`src/rtl/legv8_multicycle_control.sv`:
```
// Multi-cycle control sequencer for the LEGv8 core.
// Steps each instruction through fetch/decode/execute/memory/writeback,
// sharing one ALU and one unified memory port. A timeout while waiting on
// mem_ready_i, or an illegal opcode, parks the FSM in ERROR until reset.
// Optional build macro: LEGV8_PERF_CNT_EN adds cycle and instruction counters.
//
//   state   | meaning
//   FETCH   | read instruction at PC, PC <= PC+4 on mem_ready
//   DECODE  | read registers, pick execution path from opcode
//   EXEC_R  | ALU performs R-type operation
//   R_WB    | write ALUOut to register file
//   ADDR    | compute load/store effective address
//   MEM_RD  | read data memory at ALUOut
//   LD_WB   | write MDR to register file
//   MEM_WR  | write register Rt to data memory
//   CBZ     | test Rt for zero, branch if so
//   B       | unconditional branch
//   ERROR   | illegal opcode or memory timeout, absorbing

module legv8_multicycle_control #(
    parameter int MEM_WAIT_MAX = 15
`ifdef LEGV8_PERF_CNT_EN
    , parameter int CNT_W = 32
`endif
) (
    input  logic        clk_i,
    input  logic        rst_i,
    input  logic [10:0] opcode_i,
    input  logic        zero_i,
    input  logic        mem_ready_i,
    output logic        mem_read_o,
    output logic        mem_write_o,
    output logic        i_or_d_o,
    output logic        ir_write_o,
    output logic        pc_write_o,
    output logic        pc_source_o,
    output logic        reg2loc_o,
    output logic        reg_write_o,
    output logic        mem_to_reg_o,
    output logic        alu_src_a_o,
    output logic [1:0]  alu_src_b_o,
    output logic [1:0]  alu_op_o,
    output logic [3:0]  state_o,
    output logic        err_o
`ifdef LEGV8_PERF_CNT_EN
    ,
    output logic [CNT_W-1:0] cycle_cnt_o,
    output logic [CNT_W-1:0] instr_cnt_o
`endif
);

    typedef enum logic [3:0] {
        S_FETCH  = 4'd0,
        S_DECODE = 4'd1,
        S_EXEC_R = 4'd2,
        S_R_WB   = 4'd3,
        S_ADDR   = 4'd4,
        S_MEM_RD = 4'd5,
        S_LD_WB  = 4'd6,
        S_MEM_WR = 4'd7,
        S_CBZ    = 4'd8,
        S_B      = 4'd9,
        S_ERROR  = 4'd15
    } state_e;

    localparam logic [7:0] WAIT_MAX = 8'(MEM_WAIT_MAX);

    state_e     state_q, state_d;
    logic [7:0] wait_q, wait_d;
    logic       err_q;
    logic       waiting;
    logic       timeout;

    assign waiting = (state_q == S_FETCH) || (state_q == S_MEM_RD) || (state_q == S_MEM_WR);
    // one more idle cycle would push the wait count past the limit
    assign timeout = (wait_q >= WAIT_MAX);

    // state, wait counter and sticky error registers
    always_ff @(posedge clk_i) begin
        if (rst_i) begin
            state_q <= S_FETCH;
            wait_q  <= '0;
            err_q   <= 1'b0;
        end else begin
            state_q <= state_d;
            wait_q  <= wait_d;
            err_q   <= err_q | (state_d == S_ERROR);
        end
    end

    // next-state and wait-counter update
    always_comb begin
        state_d = state_q;
        wait_d  = '0;
        case (state_q)
            S_FETCH: begin
                if (mem_ready_i)  state_d = S_DECODE;
                else if (timeout) state_d = S_ERROR;
            end
            S_DECODE: begin
                casez (opcode_i)
                    11'b10001011000,
                    11'b11001011000,
                    11'b10001010000,
                    11'b10101010000: state_d = S_EXEC_R;
                    11'b11111000010,
                    11'b11111000000: state_d = S_ADDR;
                    11'b10110100???: state_d = S_CBZ;
                    11'b000101?????: state_d = S_B;
                    default:         state_d = S_ERROR;
                endcase
            end
            S_EXEC_R: state_d = S_R_WB;
            S_R_WB:   state_d = S_FETCH;
            // only LDUR and STUR reach ADDR; bit 1 tells them apart
            S_ADDR:   state_d = opcode_i[1] ? S_MEM_RD : S_MEM_WR;
            S_MEM_RD: begin
                if (mem_ready_i)  state_d = S_LD_WB;
                else if (timeout) state_d = S_ERROR;
            end
            S_LD_WB:  state_d = S_FETCH;
            S_MEM_WR: begin
                if (mem_ready_i)  state_d = S_FETCH;
                else if (timeout) state_d = S_ERROR;
            end
            S_CBZ:    state_d = S_FETCH;
            S_B:      state_d = S_FETCH;
            S_ERROR:  state_d = S_ERROR;
            default:  state_d = S_ERROR;
        endcase
        if (waiting && !mem_ready_i && (state_d == state_q))
            wait_d = wait_q + 8'd1;
    end

    // datapath strobes decoded from the current state
    always_comb begin
        mem_read_o   = 1'b0;
        mem_write_o  = 1'b0;
        i_or_d_o     = 1'b0;
        ir_write_o   = 1'b0;
        pc_write_o   = 1'b0;
        pc_source_o  = 1'b0;
        reg2loc_o    = 1'b0;
        reg_write_o  = 1'b0;
        mem_to_reg_o = 1'b0;
        alu_src_a_o  = 1'b0;
        alu_src_b_o  = 2'b00;
        alu_op_o     = 2'b00;
        case (state_q)
            S_FETCH: begin
                mem_read_o  = 1'b1;
                alu_src_b_o = 2'b01;
                ir_write_o  = mem_ready_i;
                pc_write_o  = mem_ready_i;
            end
            S_DECODE: reg2loc_o = (opcode_i == 11'b11111000000) || (opcode_i[10:3] == 8'b10110100);
            S_EXEC_R: begin
                alu_src_a_o = 1'b1;
                alu_op_o    = 2'b10;
            end
            S_R_WB:   reg_write_o = 1'b1;
            S_ADDR: begin
                alu_src_a_o = 1'b1;
                alu_src_b_o = 2'b10;
            end
            S_MEM_RD: begin
                mem_read_o = 1'b1;
                i_or_d_o   = 1'b1;
            end
            S_LD_WB: begin
                reg_write_o  = 1'b1;
                mem_to_reg_o = 1'b1;
            end
            S_MEM_WR: begin
                mem_write_o = 1'b1;
                i_or_d_o    = 1'b1;
                reg2loc_o   = 1'b1;
            end
            S_CBZ: begin
                alu_src_a_o = 1'b1;
                reg2loc_o   = 1'b1;
                alu_op_o    = 2'b01;
                pc_write_o  = zero_i;
                pc_source_o = zero_i;
            end
            S_B: begin
                pc_write_o  = 1'b1;
                pc_source_o = 1'b1;
            end
            default: ;
        endcase
    end

    assign state_o = state_q;
    assign err_o   = err_q;

`ifdef LEGV8_PERF_CNT_EN
    logic [CNT_W-1:0] cycle_cnt_q, instr_cnt_q;
    logic             instr_done;

    assign instr_done = (state_q == S_R_WB) || (state_q == S_LD_WB) || (state_q == S_CBZ) ||
                        (state_q == S_B) || ((state_q == S_MEM_WR) && mem_ready_i);

    // free-running performance counters, wrapping naturally
    always_ff @(posedge clk_i) begin
        if (rst_i) begin
            cycle_cnt_q <= '0;
            instr_cnt_q <= '0;
        end else begin
            if (state_q != S_ERROR) cycle_cnt_q <= cycle_cnt_q + 1'b1;
            if (instr_done)         instr_cnt_q <= instr_cnt_q + 1'b1;
        end
    end

    assign cycle_cnt_o = cycle_cnt_q;
    assign instr_cnt_o = instr_cnt_q;
`endif

endmodule

```
`config.mk`:
```
export PLATFORM = sky130hd
export DESIGN_NAME = legv8_multicycle_control
export DESIGN_NICKNAME = d
export VERILOG_FILES = /design/src/rtl/legv8_multicycle_control.sv
export SDC_FILE = /design/constraint.sdc
export NUM_CORES = 1
export LEC_CHECK = 0
export CAP_MARGIN = 0
export CORE_MARGIN = 2
export CORE_UTILIZATION = 42
export CTS_CLUSTER_SIZE = 10
export DETAILED_ROUTE_END_ITERATION = 7
export GPL_ROUTABILITY_DRIVEN = 0
export HOLD_SLACK_MARGIN = 0.02
export PLACE_DENSITY_LB_ADDON = 0.3
export SKIP_CTS_REPAIR_TIMING = 1
export SLEW_MARGIN = 10
export SYNTH_ARGS = -nofsm -noshare
export SYNTH_HDL_FRONTEND = slang
export SYNTH_SLANG_ARGS = --single-unit
```
`constraint.sdc`:
```
create_clock -name clk_i -period 2.55 [get_ports clk_i]
set_input_delay 0.765 -clock clk_i [delete_from_list [all_inputs] [get_ports clk_i]]
set_output_delay 0.765 -clock clk_i [all_outputs]
set_load 0.05 [all_outputs]
```
==> reports/qor.yml <==
highest-signal-layer: "met3"
syn_avg_cell_area_um2: 7.73
finalCriticalPeriod_ns: 2.58
gr-total-overflow: 0
hold_violations: 0
placed_area_um2: 1360
drc_errors: 0
cp-start-kind: "primary input"
diodes: 0
met2_length_mm: 1.17
synthSimpleGateAreaFrac_pct: 35.1
grtUsageTotal_pct: 19.1
status: "complete, but fails checks"
area_growth_pct: 71.4
setup_viol: 1
fp.dieW_um: 48.4
die_h_um: 48.4
io_buffers: 33
insertion_delay_ns: 0.27
yosys_register_bits: 13
final_util_pct: 74.5
dp_cells: 178
cts_tree: "yes"
layout_common_cells: "buf_4, nor2_1, dfxtp_1, nand2_1, clkdlybuf4s50_1"
p_per_area_nw_per_um2: 1260
synth.largest_area_cell: "dfxtp_1"
vias_per_cell: 5.27
max_cap_violations: 0
synth_xor_area_share_pct: 2.12
rsz0062_at_grt: "yes"
fin_nets: 172
cts_root_buf: "clkbuf_4"
max_freq_ghz: 0.388
critPathMaxFanout: 3
worstSetupPathType: "primary input to output pin"
hpwl_mm: 1.75
cp_data_arrival_time_ns: 1.81
core.rowCount: 16
vias: 959
synth-edff-count: 0
ys_types: 45
core_um2: 1900
io_pins: 34
holdWs_ns: 0.465
dr.pass1.iters: 4
grt_pass1_wl_mm: 3.65
violations: "setup timing"
htree_levels: 1
yosysTopAreaCellShare_pct: 31.5
finalNonFillerCells: 182
antenna_found_initial: 0
ys_seq_area_share_pct: 31.5
syn_inst: 107
hp-class: "flop to flop"
ant_nets: 0
synth-adder-area-share_pct: 1.51
drive_gt1_share_pct: 38.1
cts_sinks: 13
skew_ns: 0.00363
die_area_um2: 2340
setup_slack_ns: -0.0253
grt_max_degree: 18
clk_path_buf_depth: 2
numCtsBuffers: 3
ir_worst_vdd_mv: 0.842
drt-initial-drc-count: 28
final_common_cell: "buf_4"
yosysWarnings: 0
synthesis.area_um2: 827
leakage_nw: 0.633
synth_top_family_by_area: "simple AND/OR/NAND/NOR gates"
met1Wirelength_um: 935
start_util_pct: 43.5
ys_top_cells_by_area: "dfxtp_1, nor2_1, o21ai_0"
wl_met3_um: 121
ys.flop_type: "dfxtp_1"
clk_pin_slew_ns: 0.08
wl_mm: 2.23
async_reset_ff_share_pct: 0
grt_pass1_vias: 855
period_share_pct: 101
synthMuxAreaShare_pct: 1.21
synth_compound_area_share_pct: 24.2
required_ns: 1.79
crit_path_end_kind: "output pin"
final_max_slew_viol_count: 0
preCtsSetupSlack_ns: -0.486
wl_per_cell_um: 12.2
design_area_um2: 1420
==> final cells by class <==
cell class / count / area, µm²
sequential: 13 / 270
multi-input combinational: 89 / 627
fill: 136 / 484
inverter: 4 / 15.0
tap: 27 / 33.8
timing repair buffer: 45 / 444
clock buffer: 3 / 22.5
clock inverter: 1 / 5.00
==> flip-flops by register name, indices dropped and copies added (netlist names) <==
signal   count
wait_q       8
state_o      4
err_o        1
==> metrics by stage <==
| stage | setup TNS [ns] | total power, mW |
|---|---|---|
| final | -0.0253 | 1.79 |
| after global routing | -0.0675 | 1.89 |
| after CTS | -0.552 | 1.79 |
| after detailed placement | -0.617 | 1.66 |
| after global placement | -0.509 | 1.64 |
| after floorplan | 0 | 1.23 |
==> worst max-delay path: stages <==
cell	delay [ns]
buf_6	0.09
and4bb_2	0.23
nand4_1	0.10
o21ai_1	0.08
a311o_2	0.38
buf_12	0.15
==> path summary, 6_finish.rpt <==
| kind | start | to | slack [ns] | cells past startpoint |
|---|---|---|---|---|
| worst max-delay path | opcode_i[10] | reg2loc_o | -0.03 | 6 |
| worst min register to register | wait_q[0] | wait_q[0] | 0.47 | 1 |
| worst min-delay path | wait_q[0] | wait_q[0] | 0.47 | 1 |
| worst max register to register | state_o[2] | err_o | 0.80 | 5 |
==> cell families (layout without fill, tap and decap cells) <==
family,count (synthesis),count (layout)
and+or+nand+nor,52,52
AOI/OAI and AO/OA,29,29
DFF,13,13
buffers and inverters,8,53
xor gates and xnor gates,2,2
adders and majority gates,1,1
other,1,4
muxes,1,1
==> layer usage <==
layer / vias up / track usage [%]
met3: 0 / 5.25
met4: 0 / 1.90
met1: 443 / 24.1
met5: - / 0
met2: 31 / 33.8
li1: 485 / -
==> Yosys cell counts, types with 2 or more instances <==
| cell | n |
|---|---|
| nand2b_1 | 3 |
| o22ai_1 | 2 |
| inv_1 | 4 |
| and3_1 | 2 |
| nor2b_1 | 3 |
| nand4_1 | 2 |
| nand2_1 | 8 |
| buf_2 | 2 |
| a21oi_1 | 5 |
| nor2_1 | 17 |
| a21o_1 | 2 |
| dfxtp_1 | 13 |
| or2_2 | 3 |
| or3_1 | 2 |
| a31oi_1 | 2 |
| clkbuf_1 | 2 |
| o31ai_1 | 2 |
| o21ai_0 | 6 |
==> where the power goes <==
part / switching [mW] / internal [mW]
Combinational: 0.785 / 0.519
Clock: 0.0657 / 0.0581
Sequential: 0.106 / 0.253
Total: 0.957 / 0.830
No activity file was read; power rests on OpenSTA's default activity.
